### config.mk
export PLATFORM = sky130hd
export DESIGN_NAME = kernel_window_sequencer
export DESIGN_NICKNAME = d
export VERILOG_FILES = /design/src/rtl/kernel_pkg.sv /design/src/rtl/kernel_addr_gen.sv /design/src/rtl/kernel_window_sequencer.sv
export SDC_FILE = /design/constraint.sdc
export NUM_CORES = 1
export LEC_CHECK = 0
export BUFFER_PORTS_ARGS = -buffer_cell sky130_fd_sc_hd__buf_2
export CAP_MARGIN = 20
export CORE_MARGIN = 4
export CORE_UTILIZATION = 45
export DETAILED_ROUTE_END_ITERATION = 6
export HOLD_SLACK_MARGIN = 0.12
export MAX_ROUTING_LAYER = met4
export PLACE_DENSITY = 0.79
export SYNTH_ARGS = -nofsm -noshare
export SYNTH_HDL_FRONTEND = slang
export SYNTH_SLANG_ARGS = --single-unit
### constraint.sdc
create_clock -name clk -period 7.13 [get_ports clk]
set_clock_uncertainty 0.1 [all_clocks]
set_input_delay 0.713 -clock clk [delete_from_list [all_inputs] [get_ports clk]]
set_output_delay 0.713 -clock clk [all_outputs]
set_load 0.05 [all_outputs]
### src/rtl/kernel_pkg.sv
// Shared constants, state encoding and 3x3 tap-offset lookup for the kernel window path.
package kernel_pkg;

    localparam int DEF_IMG_W  = 64;
    localparam int DEF_IMG_H  = 64;
    localparam int DEF_ADDR_W = 12;
    localparam int DEF_DATA_W = 13;

    typedef enum logic [1:0] {
        IDLE = 2'd0,
        RUN  = 2'd1,
        DONE = 2'd2
    } state_t;

    // tap_idx = 3*(dy+1) + (dx+1)
    function automatic logic signed [1:0] tap_dx(input logic [3:0] idx);
        case (idx)
            4'd0, 4'd3, 4'd6: tap_dx = -2'sd1;
            4'd1, 4'd4, 4'd7: tap_dx = 2'sd0;
            default:          tap_dx = 2'sd1;
        endcase
    endfunction

    function automatic logic signed [1:0] tap_dy(input logic [3:0] idx);
        case (idx)
            4'd0, 4'd1, 4'd2: tap_dy = -2'sd1;
            4'd3, 4'd4, 4'd5: tap_dy = 2'sd0;
            default:          tap_dy = 2'sd1;
        endcase
    endfunction

endpackage

### src/rtl/kernel_addr_gen.sv
// Combinational neighbour address generator: pixel + tap offset -> ROM address and pad flag.
module kernel_addr_gen
    import kernel_pkg::*;
#(
    parameter int IMG_W  = DEF_IMG_W,
    parameter int IMG_H  = DEF_IMG_H,
    parameter int ADDR_W = DEF_ADDR_W
) (
    input  logic [ADDR_W/2-1:0] px_x,
    input  logic [ADDR_W/2-1:0] px_y,
    input  logic [3:0]          tap_idx,
    output logic [ADDR_W-1:0]   addr,
    output logic                pad
);

    localparam int XW = ADDR_W / 2;
    localparam int CW = XW + 2;

    logic signed [1:0]    dx, dy;
    logic signed [CW-1:0] nx, ny;
    logic signed [31:0]   lin;

    always_comb begin
        dx  = tap_dx(tap_idx);
        dy  = tap_dy(tap_idx);
        nx  = $signed({2'b00, px_x}) + $signed({{(CW-2){dx[1]}}, dx});
        ny  = $signed({2'b00, px_y}) + $signed({{(CW-2){dy[1]}}, dy});
        pad = (nx < 0) || (32'(nx) >= IMG_W) || (ny < 0) || (32'(ny) >= IMG_H);
        lin = 32'(ny) * IMG_W + 32'(nx);
        addr = pad ? '0 : ADDR_W'(lin);
    end

endmodule

### src/rtl/kernel_window_sequencer.sv
// Walks every output pixel in raster order, issuing its nine 3x3 neighbour taps over valid/ready.
module kernel_window_sequencer
    import kernel_pkg::*;
#(
    parameter int IMG_W  = DEF_IMG_W,
    parameter int IMG_H  = DEF_IMG_H,
    parameter int ADDR_W = DEF_ADDR_W,
    parameter int DATA_W = DEF_DATA_W
) (
    input  logic                clk,
    input  logic                rst_n,
    input  logic                start,
    input  logic                abort,
    output logic                busy,
    output logic                done,
    output logic [ADDR_W-1:0]   rom_addr,
    input  logic [DATA_W-1:0]   rom_data,
    output logic                tap_valid,
    input  logic                tap_ready,
    output logic [DATA_W-1:0]   tap_data,
    output logic [3:0]          tap_idx,
    output logic                tap_pad,
    output logic                tap_last,
    output logic [ADDR_W/2-1:0] px_x,
    output logic [ADDR_W/2-1:0] px_y,
    output logic                frame_last
);

    localparam int XW = ADDR_W / 2;

    state_t            state, state_n;
    logic [XW-1:0]     x_n, y_n;
    logic [3:0]        idx_n;
    logic [ADDR_W-1:0] addr_n;
    logic              pad_n;
    logic              hs;

    assign busy       = (state == RUN);
    assign done       = (state == DONE);
    assign tap_valid  = (state == RUN);
    assign hs         = tap_valid & tap_ready;
    assign tap_last   = (tap_idx == 4'd8);
    assign frame_last = tap_last && (px_x == XW'(IMG_W - 1)) && (px_y == XW'(IMG_H - 1));
    assign tap_data   = tap_pad ? '0 : rom_data;

    // Address/pad are looked up for the counters' next value so both register alongside them.
    kernel_addr_gen #(
        .IMG_W  (IMG_W),
        .IMG_H  (IMG_H),
        .ADDR_W (ADDR_W)
    ) u_addr_gen (
        .px_x    (x_n),
        .px_y    (y_n),
        .tap_idx (idx_n),
        .addr    (addr_n),
        .pad     (pad_n)
    );

    always_comb begin
        state_n = state;
        x_n     = px_x;
        y_n     = px_y;
        idx_n   = tap_idx;
        case (state)
            IDLE: begin
                if (start && !abort) begin
                    state_n = RUN;
                    x_n     = '0;
                    y_n     = '0;
                    idx_n   = '0;
                end
            end
            RUN: begin
                if (abort || (hs && frame_last)) begin
                    state_n = abort ? IDLE : DONE;
                    x_n     = '0;
                    y_n     = '0;
                    idx_n   = '0;
                end else if (hs) begin
                    if (!tap_last) begin
                        idx_n = tap_idx + 4'd1;
                    end else begin
                        idx_n = '0;
                        if (px_x == XW'(IMG_W - 1)) begin
                            x_n = '0;
                            y_n = px_y + XW'(1);
                        end else begin
                            x_n = px_x + XW'(1);
                        end
                    end
                end
            end
            DONE:    state_n = IDLE;
            default: state_n = IDLE;
        endcase
    end

    // Pad resets high: counters at (0,0) tap 0 point above-left of the image.
    always_ff @(posedge clk or negedge rst_n) begin
        if (!rst_n) begin
            state    <= IDLE;
            px_x     <= '0;
            px_y     <= '0;
            tap_idx  <= '0;
            rom_addr <= '0;
            tap_pad  <= 1'b1;
        end else begin
            state    <= state_n;
            px_x     <= x_n;
            px_y     <= y_n;
            tap_idx  <= idx_n;
            rom_addr <= addr_n;
            tap_pad  <= pad_n;
        end
    end

endmodule
==> results.toml <==
[clock_tree]
postCtsSetupBuffers = 0
cts_buffer_depth = 2
ctsHoldBuffers = 0
cts-root-buf = "clkbuf_8"
cts_made_buffers = 5
cts-htree-levels = 2
cts.sinks = 31
cts_resized = 0
clkTransAtPathRegs_ns = 0.07
cts_tree = "done"
clkLatencyLatePin_ns = 0.28

[worst_setup_path]
regToRegSetupSlack_ns = 1.16
path_depth = 20
slowest_stage = "a21oi_1"
cp.required_ns = 7.21
r2r-end = "rom_addr[11]"
r2r-start = "tap_idx[0]"
worstPathCellList = "buf_2 > or3b_1 > a2111oi_4 > a221oi_4 > o21ai_0 > nand3_1 > a21oi_1 > ha_1 > o21ai_0 > nor2_1 > o41ai_1 > xnor2_1 > ha_1 > a21o_1 > a21oi_1 > o21bai_1 > a21oi_1 > xnor2_1 > xnor2_1 > a211oi_1"
cp-end-kind = "register"
r2r_cells = 21
worstSetupPathType = "in -> reg"
crit_family = "compound AO/OA/AOI/OAI gates"
arrival_ns = 6.13
slowest_delay_ns = 0.71
critical_path_peak_fanout = 10
crit_buf_inv = 1
worstSetupEndpoint = "rom_addr[11]"
critPathLaunchType = "primary input"
crit_start = "abort"

[detailed_routing]
wl_um = 6240
drt_iter0_drc = 153
via_per_inst = 5.69
wl_per_cell_um = 15.1
drc = 0
num_vias = 2352
firstDrtPassIters = 5
postRouteAntennaNets = 0

[timing]
hold_viol_final = 0
fin_crit_sh = 0.848
slew_viol_final = 0
hold_slack_ns = 0.366
maxSlewHeadroom = 0.404
min_period_ns = 6.05
worst_slew_pin_slew_ns = 0.894
setup_viol = 0
rsz0062_at_grt = "no"
fin_ws_ns = 1.08
max_freq_mhz = 165
tns_ns = 0

[yosys]
synth_area_um2 = 2530
async_reset_ff_frac = 1.00
yosys_most_used_dff = "dfrtp_1"
yosysUniqueCellTypes = 53
synth_xor_area_frac = 0.0485
synthMuxAreaShare = 0.00841
avgSynthCellArea_um2 = 9.16
yosysSeqAreaShare = 0.307
yosys_warnings = 0
yosys.area.top_type = "dfrtp_1"
synthCells = 276
synth.top_cell.area_share = 0.297
synth_edf_count = 0
synth-simple-area-share = 0.209
yosys.area_share.adder = 0.138
synth-seq-cells = 31
synth_area_leaders = "dfrtp_1 (30%), ha_1 (11%), nor2b_1 (4.5%), a21oi_1 (4.4%), xnor2_1 (3.8%)"
synth_compound_area_frac = 0.247
synth_top_family_by_area = "compound AO/OA/AOI/OAI gates"
syn_nets = 320

[global_routing]
grt_pass1_vias = 2320
grt_start_max_net_pins = 32
track_usage = 0.184
grt_pass1_wl_um = 10400
antenna_found_initial = 0
grt_overflow = 0

[floorplan]
core_um2 = 5470
die-area_um2 = 6880
ios = 65
die_width_um = 83.0
start_util = 0.462
die_h_um = 83.0
rows = 27

[placement]
pre_cts_slack_ns = 0.901
place_area_um2 = 2890
numPortBuffers = 64
dp_hpwl_um = 4830
gp_congestion = 1.01

[power_and_ir_drop]
p_per_area_nw_per_um2 = 157
max-vdd-ir-drop_mv = 0.0613
intPower_w = 0.000328
power.clock.fraction = 0.356
p_seq_frac = 0.386
combPwrFrac = 0.259
power_switching_share = 0.305
power.net_switching_w = 0.000144
p_leak_nw = 1.44

[cells_and_area]
n_fill_cell = 512
layout_common_cells = "buf_2 (64), dfrtp_1 (30), ha_1 (23)"
final_layout_size_suffix_gt1_frac = 0.252
synthToLayoutAreaGrowth_pct = 18.6
final_common_cell = "buf_2"
fin_area_um2 = 3000
final_core_util = 0.548
final_nets = 384
antenna_cells = 0

[hold_path]
hp-class = "in -> async"

[flow_run]
maxCapViolations = 0

[outcome]
status = "finished, final reports clean"
registers in the layout (all words and copies together) (netlist names):
register,flops
tap_pad,1
rom_addr,12
px_y,6
tap_idx,4
state,2
px_x,6
cells by family after synthesis:
logic type | count (synthesis)
buffers and inverters | 23
multiplexers | 2
XOR/XNOR | 14
AND/OR/NAND/NOR | 93
AO/OA/AOI/OAI | 87
adder cells (fa/ha/maj) | 26
flip-flops | 31
routing by layer:
metal,up-vias,global-route usage,wire length [um],part of all wire
li1,1138,-,-,-
met1,1133,0.210,2600,0.42
met2,66,0.326,3210,0.51
met3,15,0.0397,322,0.052
met4,0,0.0505,108,0.017
met5,-,-,0,0
power by group through the flow:
stage                     clock network [W]  registers (W)  logic [W]
final                              0.000168       0.000182   0.000122
after global routing               0.000180       0.000182   0.000136
after global placement                    0       0.000185   0.000118
after detailed placement                  0       0.000185   0.000121
after CTS                          0.000172       0.000182   0.000122
after floorplan                           0       0.000190  0.0000903
how the worst min path moves through the flow:
stage | start | endpoint | slack, ns | depth (start not counted)
2_1_floorplan | rst_n | px_x[0] | 0.32 | 0
3_3_place_gp | px_y[3] | px_y[3] | 0.48 | 1
3_5_place_dp | px_y[3] | px_y[3] | 0.47 | 1
4_1_cts | rst_n | px_x[2] | 0.39 | 1
5_1_grt | rst_n | px_x[2] | 0.43 | 1
6_report | rst_n | tap_idx[3] | 0.37 | 1
cell type report:
type / count / area (um2) / share of cell area
multi-input combinational: 222 / 1650 / 0.549
sequential: 31 / 777 / 0.259
timing repair buffer: 64 / 320 / 0.107
tap: 72 / 90.1 / 0.0300
clock buffer: 7 / 76.3 / 0.0254
inverter: 16 / 60.1 / 0.0200
clock inverter: 1 / 30.0 / 0.0100
through the flow:
stage	cells	power (W)
after detailed placement	405	0.000306
after global routing	413	0.000497
final	413	0.000472
after floorplan	276	0.000280
after global placement	405	0.000303
after CTS	413	0.000476
Yosys cell counts, types with 3 or more instances:
master / count
inv_1: 14
a211oi_2: 3
a21oi_1: 22
xor2_1: 3
dfrtp_1: 30
nand4_1: 4
a211oi_1: 8
nand3b_1: 3
o21bai_1: 6
ha_1: 23
nand2_1: 14
xnor2_1: 11
o21ai_0: 17
clkbuf_1: 3
nor3_1: 3
and3_1: 3
nand3_1: 16
nor2_1: 14
fa_1: 3
a21o_1: 10
nor2b_1: 18
worst reg2reg max path, delay by kind of cell (launching register included):
kind            cells  cell delay (ns)
compound gates     11             3.10
xor+xnor            3             0.58
fa+ha+maj           3             1.03
buf+inv             2             0.31
flops               1             0.46
simple gates        2             0.29
Power figures use the tool's default switching activity.
